### src/rtl/sb_pkg.sv
// Shared constants, FSM state types and the CRC helper for the sideband receive path.
package sb_pkg;

  localparam logic [7:0] DLE     = 8'hFE;
  localparam logic [7:0] STX_CMD = 8'h05;
  localparam logic [7:0] STX_RSP = 8'h04;
  localparam logic [7:0] ETX     = 8'h40;

  localparam logic [15:0] CRC_POLY = 16'h8005;
  localparam logic [15:0] CRC_INIT = 16'hFFFF;

  typedef enum logic [1:0] {
    B_IDLE,
    B_DATA,
    B_STOP
  } byte_state_t;

  typedef enum logic [2:0] {
    F_IDLE,
    F_SOF,
    F_PAY,
    F_ESC,
    F_DROP,
    F_DROP_ESC
  } frame_state_t;

  // LSB-first CRC-16 step: the polynomial is applied bit-reversed.
  function automatic logic [15:0] crc16_byte(input logic [15:0] crc, input logic [7:0] data);
    logic [15:0] poly_rev;
    logic [15:0] c;
    for (int i = 0; i < 16; i++) poly_rev[i] = CRC_POLY[15-i];
    c = crc ^ {8'h00, data};
    for (int i = 0; i < 8; i++) c = c[0] ? ((c >> 1) ^ poly_rev) : (c >> 1);
    return c;
  endfunction

endpackage

### src/rtl/sb_uart_rx.sv
// Sideband byte deserializer: start bit, 8 data bits LSB first, stop bit.
module sb_uart_rx
  import sb_pkg::*;
(
  input  logic       sb_clk,
  input  logic       rst,
  input  logic       enable,
  input  logic       sbrx,
  output logic [7:0] byte_data,
  output logic       byte_valid,
  output logic       err_framing
);

  byte_state_t state;
  logic [2:0]  cnt;
  logic [7:0]  shift;

  // NOTE: sequential state uses non-blocking assignments only, so every
  // register samples the values from before the clock edge.
  always_ff @(posedge sb_clk) begin
    if (rst || !enable) begin
      state       <= B_IDLE;
      cnt         <= 3'd0;
      shift       <= 8'h00;
      byte_data   <= 8'h00;
      byte_valid  <= 1'b0;
      err_framing <= 1'b0;
    end else begin
      byte_valid  <= 1'b0;
      err_framing <= 1'b0;
      case (state)
        B_IDLE: begin
          if (!sbrx) begin
            state <= B_DATA;
            cnt   <= 3'd0;
          end
        end
        B_DATA: begin
          shift[cnt] <= sbrx;
          cnt        <= cnt + 3'd1;
          if (cnt == 3'd7) state <= B_STOP;
        end
        B_STOP: begin
          if (sbrx) begin
            byte_valid <= 1'b1;
            byte_data  <= shift;
          end else begin
            err_framing <= 1'b1;
          end
          state <= B_IDLE;
        end
        default: state <= B_IDLE;
      endcase
    end
  end

endmodule

### src/rtl/sb_rx_transaction_parser.sv
// Sideband transaction parser: strips DLE/STX..DLE/ETX framing and DLE stuffing.
// Optional CRC-16 payload check when SB_RX_CRC_CHECK_EN is defined (adds err_crc).
module sb_rx_transaction_parser
  import sb_pkg::*;
#(
  parameter int MAX_BYTES = 16,
  parameter int LEN_W     = $clog2(MAX_BYTES + 1)
) (
  input  logic                   sb_clk,
  input  logic                   rst,
  input  logic                   enable,
  input  logic                   sbrx,
  output logic                   trans_valid,
  output logic                   trans_is_rsp,
  output logic [LEN_W-1:0]       trans_len,
  output logic [8*MAX_BYTES-1:0] trans_data,
  output logic                   err_framing,
  output logic                   err_overflow,
  output logic                   err_proto
`ifdef SB_RX_CRC_CHECK_EN
  ,
  output logic                   err_crc
`endif
);

  logic [7:0] byte_data;
  logic       byte_valid;

  sb_uart_rx u_uart_rx (
    .sb_clk      (sb_clk),
    .rst         (rst),
    .enable      (enable),
    .sbrx        (sbrx),
    .byte_data   (byte_data),
    .byte_valid  (byte_valid),
    .err_framing (err_framing)
  );

  frame_state_t           fstate;
  logic [LEN_W-1:0]       len;
  logic [8*MAX_BYTES-1:0] pay;
  logic                   is_rsp;
  logic                   store_req;
  logic                   full;
`ifdef SB_RX_CRC_CHECK_EN
  logic [15:0]            crc;
`endif

  // NOTE: every combinational output is assigned on every path, so no latch
  // is inferred.
  always_comb begin
    store_req = 1'b0;
    if (byte_valid) begin
      if (fstate == F_PAY && byte_data != DLE) store_req = 1'b1;
      if (fstate == F_ESC && byte_data == DLE) store_req = 1'b1;
    end
  end

  assign full = (len == LEN_W'(MAX_BYTES));

  // NOTE: the payload buffer is a small register bank, so it is cleared on
  // reset like any other flop; a RAM-backed buffer would not be.
  always_ff @(posedge sb_clk) begin
    if (rst) begin
      fstate       <= F_IDLE;
      len          <= '0;
      pay          <= '0;
      is_rsp       <= 1'b0;
      trans_valid  <= 1'b0;
      trans_is_rsp <= 1'b0;
      trans_len    <= '0;
      trans_data   <= '0;
      err_overflow <= 1'b0;
      err_proto    <= 1'b0;
`ifdef SB_RX_CRC_CHECK_EN
      crc          <= CRC_INIT;
      err_crc      <= 1'b0;
`endif
    end else if (!enable) begin
      // Drop any partial transaction but keep the last committed one visible.
      fstate       <= F_IDLE;
      len          <= '0;
      trans_valid  <= 1'b0;
      err_overflow <= 1'b0;
      err_proto    <= 1'b0;
`ifdef SB_RX_CRC_CHECK_EN
      err_crc      <= 1'b0;
`endif
    end else begin
      trans_valid  <= 1'b0;
      err_overflow <= 1'b0;
      err_proto    <= 1'b0;
`ifdef SB_RX_CRC_CHECK_EN
      err_crc      <= 1'b0;
`endif
      if (err_framing) begin
        fstate <= F_IDLE;
      end else if (byte_valid) begin
        case (fstate)
          F_IDLE: if (byte_data == DLE) fstate <= F_SOF;
          F_SOF: begin
            if (byte_data == STX_CMD || byte_data == STX_RSP) begin
              is_rsp <= (byte_data == STX_RSP);
              len    <= '0;
              pay    <= '0;
              fstate <= F_PAY;
`ifdef SB_RX_CRC_CHECK_EN
              crc    <= CRC_INIT;
`endif
            end else begin
              err_proto <= 1'b1;
              fstate    <= F_IDLE;
            end
          end
          F_PAY: if (byte_data == DLE) fstate <= F_ESC;
          F_ESC: begin
            if (byte_data == ETX) begin
              fstate <= F_IDLE;
`ifdef SB_RX_CRC_CHECK_EN
              // A message followed by its own CRC (low byte first) leaves a zero residue.
              if (len < LEN_W'(2) || crc != 16'h0000) begin
                err_crc <= 1'b1;
              end else begin
                trans_valid  <= 1'b1;
                trans_is_rsp <= is_rsp;
                trans_len    <= len - LEN_W'(2);
                for (int i = 0; i < MAX_BYTES; i++)
                  trans_data[8*i +: 8] <= (i + 2 < int'(len)) ? pay[8*i +: 8] : 8'h00;
              end
`else
              trans_valid  <= 1'b1;
              trans_is_rsp <= is_rsp;
              trans_len    <= len;
              trans_data   <= pay;
`endif
            end else if (byte_data != DLE) begin
              err_proto <= 1'b1;
              fstate    <= F_IDLE;
            end
          end
          F_DROP:     if (byte_data == DLE) fstate <= F_DROP_ESC;
          F_DROP_ESC: fstate <= (byte_data == ETX) ? F_IDLE : F_DROP;
          default:    fstate <= F_IDLE;
        endcase

        if (store_req) begin
          if (full) begin
            err_overflow <= 1'b1;
            fstate       <= F_DROP;
          end else begin
            for (int i = 0; i < MAX_BYTES; i++)
              if (i == int'(len)) pay[8*i +: 8] <= byte_data;
            len    <= len + LEN_W'(1);
            fstate <= F_PAY;
`ifdef SB_RX_CRC_CHECK_EN
            crc    <= crc16_byte(crc, byte_data);
`endif
          end
        end
      end
    end
  end

endmodule

### config.mk
export PLATFORM = sky130hd
export DESIGN_NAME = sb_rx_transaction_parser
export DESIGN_NICKNAME = d
export VERILOG_FILES = /design/src/rtl/sb_pkg.sv /design/src/rtl/sb_uart_rx.sv /design/src/rtl/sb_rx_transaction_parser.sv
export SDC_FILE = /design/constraint.sdc
export NUM_CORES = 1
export LEC_CHECK = 0
export ABC_AREA = 1
export CORE_UTILIZATION = 35
export DETAILED_ROUTE_END_ITERATION = 7
export GPL_TIMING_DRIVEN = 0
export HOLD_SLACK_MARGIN = 0.05
export SYNTH_ARGS = -nofsm -noshare
export SYNTH_HDL_FRONTEND = slang
export SYNTH_SLANG_ARGS = --single-unit
export TNS_END_PERCENT = 5
### constraint.sdc
create_clock -name sb_clk -period 4.6 [get_ports sb_clk]
set_input_delay 0.92 -clock sb_clk [delete_from_list [all_inputs] [get_ports sb_clk]]
set_output_delay 0.92 -clock sb_clk [all_outputs]
set_load 0.005 [all_outputs]
==> Yosys cells after proc, flatten, opt, wreduce, memory -nomap -nowiden <==
Index checks and enable logic that the tools add are counted.
{ "totals": {"ff_bits": 297, "latchBits": 0, "ramBits": 0, "romBits": 0, "out_inout_bits": 138, "elab_cells": 138, "n_memories": 0} }
{ "classes": {"n_addsub": 2, "n_mul": 0, "div_mod_pow": 0, "order_cmp": 2, "eq_ne": 35, "shift": 0, "muxes": 53, "bitwise_logic": 6, "n_reduce_logical": 24} }
{ "op_table": {"columns": ["op", "n"], "rows": [
  ["128-bit two-way mux", 4],
  ["8-bit two-way mux", 16],
  ["5-bit == test, first input constant", 8],
  ["3-bit two-way mux", 9],
  ["4-bit by 5-bit == test with 1-bit output, first input constant", 4],
  ["5-bit two-way mux", 4],
  ["3-bit one-hot mux with 6 select lines", 1],
  ["8-bit by 3-bit == test with 1-bit output, second input constant", 2],
  ["5-bit AND reduction", 3],
  ["1-bit two-way mux", 11],
  ["3-bit by 5-bit == test with 1-bit output, first input constant", 2],
  ["5-bit OR reduction", 2],
  ["3-bit == test, second input constant", 3],
  ["8-bit bitwise mux", 1],
  ["8-bit by 7-bit == test with 1-bit output, second input constant", 1],
  ["8-bit == test, second input constant", 1],
  ["8-bit != test, second input constant", 1],
  ["2-bit AND reduction", 4],
  ["3-bit by 2-bit == test with 1-bit output, second input constant", 2],
  ["2-bit two-way mux", 3],
  ["3-bit != test, second input constant", 2],
  ["1-bit NOT", 6],
  ["3-bit one-hot mux with 2 select lines", 1],
  ["5-bit by 1-bit adder with 5-bit output, second input constant", 1],
  ["other kinds (26)", 30]
]} }

==> Logic depth before layout (Yosys ltp) <==
{ "logic_depth": {"depth_word": 7, "mapped_depth": 13, "mapped_depth_nobuf": 12} }

==> Modules after synthesis <==
From an unflattened synthesis, not the netlist that was laid out.
{ "unflattened": {"cells_unflattened": 1472, "hier_area_um2": 11553.6} }
{ "modules_own_cells": {"columns": ["module", "instances", "cells_each", "area_each_um2", "seq_area_each_um2"], "rows": [
  ["sb_rx_transaction_parser", 1, 1349, 10623.9, 5485.3],
  ["sb_uart_rx", 1, 123, 929.6, 460.4]
]} }

==> Worst setup path before layout <==
No wires, ideal clock.
{ "synth_timing": {"path_type": "input -> register", "from": "input port enable", "to": "register pay[10]", "arrival_ns": 1.958, "t_required_ns": 4.468, "path_slack_ns": 2.510, "path_stages": 8, "path_cell_list": "inv_1 > nor2_2 > inv_2 > buf_2 > nor3_4 > inv_2 > nand3_1 > a21oi_1"} }
{ "synth_between": {"elab_chain_cells": 1} }
{ "synth_rtl": {"columns": ["element", "line", "rtl"], "rows": [
  ["start: declaration", "sb_rx_transaction_parser.sv:11", "input logic enable,"],
  ["3-bit AND reduction (no source line)", null, null],
  ["end: declaration", "sb_rx_transaction_parser.sv:41", "logic [8*MAX_BYTES-1:0] pay;"]
]} }
Every way passes these cells.
A chain may end at the register's enable or synchronous reset.

==> impl_metrics.tcl <==
set metrics [dict create \
    outcome "completed" \
    diodes 0 \
    hpwl_mm 22.83 \
    min_from "pay[77]$_SDFFE_PP0P_" \
    netlist_area_mm2 0.01125 \
    postLayoutCoreUtil_pct 45.08 \
    area_growth_pct 26.42 \
    grt_pass1_vias 9661 \
    initial_core_util_pct 35.66 \
    ir_worst_vdd_mv 0.1811 \
    startpoint_type "input pin" \
    cts_sinks 297 \
    power_density_mw_per_mm2 365.1 \
    h-tree-depth 2 \
    first_pass_iters 5 \
    slew_viol_final 0 \
    internal-power_mw 4.103 \
    clk_latency_ns 0.51 \
    via_count 10220 \
    relSlewSlack_pct 37.44 \
    fin_skew_ns 0.01450 \
    antenna_found_initial 0 \
    crit_arrival_ns 3.06 \
    power_frac_seq_pct 49.6 \
    rrSetupSlack_ns 2.51 \
    syn_nets 1475 \
    dpl_cell_area_mm2 0.01317 \
    drc 0 \
    seq_area_frac_synth_pct 52.84 \
    finalWorstSetupSlack_ns 1.969 \
    timing.fmax_mhz 380.1 \
    p_leak_nw 5.618 \
    clk_pin_slew_worst_paths_ns 0.06 \
    synth_edf_count 0 \
    synthTopCellsByCount "297 x dfxtp_1, 291 x nor2_1, 253 x nand2_1" \
    min_period_ns 2.631 \
    synth.avg_cell_area_um2 7.686 \
    ctsResizeCount 0 \
    synth_top_area_cell "dfxtp_1" \
    layout_worst_path_cycle_share_pct 57.19 \
    ys_seq_elements 297 \
    place_congestion 0.8835 \
    min_to "pay[77]$_SDFFE_PP0P_" \
    hold_violations 0 \
    io_buffer_count 141 \
    vias_per_cell 4.946 \
    core-area_mm2 0.03156 \
    cts_tree "built" \
    dr.first_iter.drc_count 729 \
    critical_path.max_fanout 10 \
    root_buffer "clkbuf_16" \
    rr_startpoint "u_uart_rx.byte_valid$_SDFF_PP0_" \
    syn-instance-count 1464 \
    post_drt_wl_per_cell_um 15.54 \
    finalSetupTns_ns 0 \
    post_cts_buffers 0 \
    finalPower_mw 5.194 \
    hold_class "flop to flop" \
    numCtsBuffers 34 \
    yosys_warnings 0 \
    pwr-share-comb_pct 1.2 \
    cts_buffer_depth 3 \
    worstMarginPinSlew_ns 0.9384 \
    die_h_um 181.3 \
    wirelength_mm 32.13 \
    drive_above_1_share_pct 6.847 \
    rsz0062_at_grt "no" \
    hold_depth 2 \
    ys_types 32 \
    fp-row-count 65 \
    crit_path_end_kind "flop" \
    r2r_cells 6 \
    ant_nets 0 \
    final_nets 1652 \
    postCtsHoldBufs 0 \
    ios 142 \
    final_cell_area_mm2 0.01422 \
    p_switching_mw 1.090 \
    grt_overflow_total 0 \
    cap_viol_max_count 0 \
    grt_pass1_wl_mm 51.14 \
    synth_area_leaders "dfxtp_1 53%, nor2_1 9.7%, nand2_1 8.4%" \
    clkPwrFrac_pct 49.2 \
    pre_cts_ws_ns 1.485 \
    grt_start_max_net_pins 14 \
    path_class "input pin to flop" \
    die_w_um 181.3 \
    regArea_mm2 0.005946 \
    r2r_end "err_overflow$_SDFF_PP0_" \
    setup-violations-final 0 \
    p_sw_share_pct 20.99 \
    async_flop_share_pct 0 \
    design.die.area_mm2 0.03287 \
    multiInputGateArea_mm2 0.004695 \
    synth.top_cell.area_share_pct 52.84 \
    ys.flop_type "dfxtp_1" \
    grt_use_total_pct 19.31 \
    required_ns 5.03 \
    fillers 3162 \
    yosys.cell_count.top_type "dfxtp_1" \
]
## cells in the final DEF (no fill, tap or decap), types with 9 or more instances in the layout
| cell | count |
|---|---|
| buf_2 | 24 |
| o21ai_0 | 153 |
| nand2_1 | 253 |
| clkdlybuf4s50_1 | 141 |
| inv_1 | 52 |
| a21oi_1 | 166 |
| nand3_1 | 99 |
| clkbuf_16 | 35 |
| nor2_1 | 291 |
| dfxtp_1 | 297 |
| clkbuf_1 | 62 |
| nor2_4 | 9 |
## layout make-up
| cell class | count | share of cell area (%) |
|---|---|---|
| plain buffers | 86 | 2.692 |
| clock buffers | 53 | 7.125 |
| clock inverters | 7 | 0.3167 |
| inverters | 61 | 1.610 |
| multi-input cells | 1020 | 33.00 |
| flip-flops and latches | 297 | 41.80 |
| well taps | 402 | 3.536 |
| repair buffers | 141 | 9.922 |
## worst max-delay path, stage by stage
cell and delay, ns:
clkdlybuf4s50_1 0.54, inv_1 0.12, clkbuf_1 0.71, buf_1 0.45
o21ai_0 0.18, a21oi_1 0.14
## layer usage
layer | wire length, um | part of all wire [%] | GRT usage (%)
met5 | 0 | 0 | 0
met4 | 718 | 2.2 | 5.763
met3 | 1464 | 4.6 | 2.762
met2 | 14610 | 45 | 31.09
met1 | 15340 | 48 | 26.68
## registers in the layout, summed over array words and instances (netlist names)
name / cells
pay: 128
trans_data: 128
u_uart_rx.byte_data: 8
u_uart_rx.shift: 8
len: 5
trans_len: 5
fstate: 3
u_uart_rx.cnt: 3
u_uart_rx.state: 2
err_overflow: 1
err_proto: 1
is_rsp: 1
trans_is_rsp: 1
trans_valid: 1
u_uart_rx.byte_valid: 1
u_uart_rx.err_framing: 1
## through the flow
| stage | hold WS (ns) | instances |
|---|---|---|
| 2_1_floorplan | 0.4157 | 1464 |
| 6_report | 0.4609 | 2067 |
| 3_5_place_dp | 0.4503 | 2007 |
| 3_3_place_gp | 0.4301 | 2007 |
| 5_1_grt | 0.4834 | 2067 |
| 4_1_cts | 0.4617 | 2067 |
## how the worst max path moves through the flow
stage,start,to,slack [ns]
6_report,rst,trans_len[4]$_SDFFE_PP0P_,1.97
5_1_grt,rst,trans_data[103]$_SDFFE_PP0P_,1.81
4_1_cts,rst,trans_len[4]$_SDFFE_PP0P_,1.99
3_5_place_dp,rst,trans_data[103]$_SDFFE_PP0P_,1.49
3_3_place_gp,rst,trans_data[103]$_SDFFE_PP0P_,1.47
2_1_floorplan,enable,pay[10]$_SDFFE_PP0P_,2.51
## logic make-up (layout without fill, tap and decap cells)
family          count (synthesis)  count (layout)  synth area share (%)
compound gates                330             330                 14.90
xor+xnor                        1               1               0.07785
flops                         297             297                 52.84
fa+ha+maj                       7               7                0.7783
buf+inv                       147             348                 5.438
simple gates                  682             682                 25.96
## power by group through the flow
| stage | Combinational [mW] | Clock, mW | Sequential (mW) |
|---|---|---|---|
| CTS | 0.0640 | 2.60 | 2.57 |
| floorplan | 0.0394 | 0 | 2.63 |
| detailed placement | 0.0638 | 0 | 2.63 |
| global route | 0.0703 | 2.71 | 2.57 |
| global placement | 0.0630 | 0 | 2.63 |
| finish | 0.0640 | 2.56 | 2.57 |
(Power assumes the default switching activity.)
==> variant 1 (same flow settings) <==
Set the parameter `MAX_BYTES` to 8 (it was 16).
--- a/src/rtl/sb_rx_transaction_parser.sv
+++ b/src/rtl/sb_rx_transaction_parser.sv
@@ -3,7 +3,7 @@
 module sb_rx_transaction_parser
   import sb_pkg::*;
 #(
-  parameter int MAX_BYTES = 16,
+  parameter int MAX_BYTES = 8,
   parameter int LEN_W     = $clog2(MAX_BYTES + 1)
 ) (
   input  logic                   sb_clk,
Ports: changed (resized trans_data and trans_len); port bits go from 142 to 77. No check against the original RTL was run, so the function may have changed too.
==> variant 1 against the unedited design <==
Area after synthesis shrank 37%; worst setup slack lost 0.15 ns; design area shrank 38%; register-to-register slack lost 0.69 ns; clock power shrank 44%; power shrank 44%; wire length shrank 41%; sequential cell count shrank 130.
==> variant 1: results <==
export IMPL_status="completed"
export IMPL_synthAdderAreaFrac_pct=1.05
export IMPL_nets=953
export IMPL_crit_family="simple AND/OR/NAND/NOR gates"
export IMPL_syn_nets=859
export IMPL_whs_ns=0.449
export IMPL_placedInstanceArea_mm2=0.00822
export IMPL_n_fill_cell=2000
export IMPL_slew_headroom_pct=22.8
export IMPL_finalWeightedCongestion=0.885
export IMPL_inv_count=44
export IMPL_buffer_area_share_pct=12.0
export IMPL_use_met1_pct=25.0
export IMPL_cts_buffers_inserted=17
export IMPL_r2r_cells=7
export IMPL_timing_rr_start="u_uart_rx.byte_data[7]"
export IMPL_netSwitchingFraction_pct=22.3
export IMPL_ys_seq_elements=167
export IMPL_nClkBuffers=18
export IMPL_met2WireLength_um=8760
export IMPL_seq_share_pct=38.0
export IMPL_rr_endpoint="trans_data[34]"
export IMPL_grt_util_met3_pct=4.31
export IMPL_wl_um=18900
export IMPL_synth_area_top_cells="dfxtp_1 (47%), nor3_2 (9.7%), a21oi_1 (6.4%), a31oi_1 (6.0%), nand3_1 (6.0%)"
export IMPL_clk_power_mw=1.43
export IMPL_synth_common_cells="dfxtp_1 (167), nor2_1 (103), nand2_1 (99)"
export IMPL_h_tree_depth=4
export IMPL_min_from="is_rsp"
export IMPL_grt_use_total_pct=18.7
export IMPL_multi_input_area_share_pct=37.7
export IMPL_synth_compound_area_share_pct=14.5
export IMPL_place_hpwl_um=13400
export IMPL_final_area_mm2=0.00881
export IMPL_signal_buffers=132
export IMPL_seq_power_mw=1.45
export IMPL_fin_skew_ns=0.0113
export IMPL_vdd_drop_max_uv=259
export IMPL_vias_per_cell=5.10
export IMPL_p_int_mw=2.27
export IMPL_routed_wl_met3_um=1030
export IMPL_holdPathEnd="is_rsp"
export IMPL_dp_slack_ns=1.73
[variant 1: cell count changes in the layout (fill, tap and decap cells not counted), sizes merged, moves of 66 or more]
cell	delta
clkdlybuf4s50	-66
nor2	-193
nand2	-152
dfxtp	-130
a21oi	-75
a31oi	+69
o21ai	-144
nor3	+67
[variant 1: worst max-delay path by stage]
stage / start / end / slack, ns
2_1_floorplan: rst / trans_data[22] / 2.51
3_3_place_gp: rst / trans_data[29] / 1.69
3_5_place_dp: rst / trans_data[27] / 1.73
4_1_cts: u_uart_rx.byte_data[7] / trans_data[42] / 1.79
5_1_grt: u_uart_rx.byte_data[2] / trans_data[31] / 1.74
6_report: u_uart_rx.byte_data[7] / trans_data[34] / 1.82
[variant 1: stage by stage]
step / std cells / util, %
detailed placement: 1189 / 41.7
finish: 1220 / 44.7
global placement: 1189 / 41.7
CTS: 1220 / 44.7
floorplan: 849 / -
global route: 1220 / 44.7
==> variant 2 (same settings) <==
Without the edit above. Register the inputs `enable` and `sbrx` before use, cleared by the reset. The logic sees them one clock later.
--- a/src/rtl/sb_rx_transaction_parser.sv
+++ b/src/rtl/sb_rx_transaction_parser.sv
@@ -23,14 +23,27 @@
 `endif
 );
 
+  logic enable_q;
+  logic sbrx_q;
+
+  always_ff @(posedge sb_clk) begin
+    if (rst) begin
+      enable_q <= '0;
+      sbrx_q   <= '0;
+    end else begin
+      enable_q <= enable;
+      sbrx_q   <= sbrx;
+    end
+  end
+
   logic [7:0] byte_data;
   logic       byte_valid;
 
   sb_uart_rx u_uart_rx (
     .sb_clk      (sb_clk),
     .rst         (rst),
-    .enable      (enable),
-    .sbrx        (sbrx),
+    .enable      (enable_q),
+    .sbrx        (sbrx_q),
     .byte_data   (byte_data),
     .byte_valid  (byte_valid),
     .err_framing (err_framing)
@@ -76,7 +89,7 @@
       crc          <= CRC_INIT;
       err_crc      <= 1'b0;
 `endif
-    end else if (!enable) begin
+    end else if (!enable_q) begin
       // Drop any partial transaction but keep the last committed one visible.
       fstate       <= F_IDLE;
       len          <= '0;
Function: not settled (the Yosys comparison gave no result); the edit may change what the design does.
==> variant 2 against the unedited design <==
Via count fell by 2.0%; fmax rose by 3.7%; wire length fell by 2.3%; the run now ends with DRC left; synthesized cell count fell by 0.55%; final cell count fell by 0.58%; sequential cell count rose by 2; design area fell by 1.1%; critical endpoint is now err_framing; area after synthesis fell by 0.37%; first-iteration DRC count fell by 12%; worst setup slack improved by 0.094 ns; largest power group unchanged; power fell by 3.1%; clock skew fell by 0.0032 ns.
==> variant 2: results <==
export IMPL_vias_per_cell=4.88
export IMPL_cts_buffers_inserted=31
export IMPL_finalWeightedCongestion=0.850
export IMPL_synth_area_top_cells="dfxtp_1 (53%), nor2_1 (10%), nand2_1 (9.0%), a21oi_1 (7.2%), o21ai_0 (6.7%)"
export IMPL_status="complete, but fails checks"
export IMPL_dp_slack_ns=1.80
export IMPL_grt_max_degree=16
export IMPL_place_hpwl_um=21900
export IMPL_clock_latency_ns=0.56
export IMPL_crit_slowest_cell="clkdlybuf4s50_1"
export IMPL_vdd_drop_max_uv=272
export IMPL_min_from="sbrx_q"
export IMPL_leakagePower_nw=5.43
export IMPL_wl_per_cell_um=15.3
export IMPL_slowest_delay_ns=0.61
export IMPL_seq_area_frac_synth_pct=53.4
export IMPL_drc=2
export IMPL_cts_resized=0
export IMPL_drt_initial_drc_count=638
export IMPL_cp_max_fo=4
export IMPL_first_pass_iters=7
export IMPL_antenna_found_initial=0
export IMPL_grt_pass1_vias=9679
export IMPL_synth_common_cells="dfxtp_1 (299), nor2_1 (298), nand2_1 (268)"
export IMPL_fin_skew_ns=0.0113
export IMPL_finalNonFillerCells=2055
export IMPL_hold_path_class="reg2reg"
export IMPL_nets=1640
export IMPL_syn_nets=1467
export IMPL_critPathArrivalTime_ns=1.62
export IMPL_grt_use_total_pct=18.9
export IMPL_p_sw_mw=1.05
export IMPL_dpl_cell_count=1998
export IMPL_drive_above_1_share_pct=7.20
export IMPL_timing_rr_start="len[0]"
export IMPL_violations="DRC"
-- variant 2: metrics by stage --
step                      hold slack (ns)  util, %  instance area, um2
after detailed placement            0.437     41.6               13100
after floorplan                     0.401        -               11200
final                               0.439     44.6               14100
after CTS                           0.448     44.6               14100
after global placement              0.441     41.6               13100
after global routing                0.462     44.6               14100
-- variant 2: worst paths after layout --
kind,to,slack (ns),depth (start not counted)
worst min register to register,u_uart_rx.err_framing,0.44,1
worst min-delay path,u_uart_rx.err_framing,0.44,1
worst max register to register,pay[1],2.54,9
worst max-delay path,err_framing,2.06,1
-- variant 2: cell type report --
class                   count  area, um2
plain buffers              84        385
clock buffers              53        908
clock inverters             4       48.8
fillers                  3167      17500
inverters                  64        244
multi-input cells        1009       4600
flip-flops and latches    299       5990
well taps                 402        503
repair buffers            140       1400
-- variant 2: cell families after synthesis --
family	after synthesis	share of synthesized area, %
buf+inv	148	5.61
flops	299	53.4
compound gates	330	15.1
simple gates	672	25.1
fa+ha+maj	7	0.781
-- variant 2: routing by layer --
metal	up-vias	track usage [%]	share of wire, %
met5	-	0	0
met4	0	6.47	3.2
met3	57	2.90	5.1
met2	270	31.1	45
met1	4604	25.3	46
li1	5091	-	-
-- variant 2: power groups by stage --
stage | sequential [mW] | combinational (mW) | clock (mW)
final | 2.59 | 0.0604 | 2.38
after global routing | 2.59 | 0.0675 | 2.55
after CTS | 2.59 | 0.0606 | 2.43
after detailed placement | 2.65 | 0.0605 | 0
after global placement | 2.65 | 0.0600 | 0
after floorplan | 2.65 | 0.0389 | 0
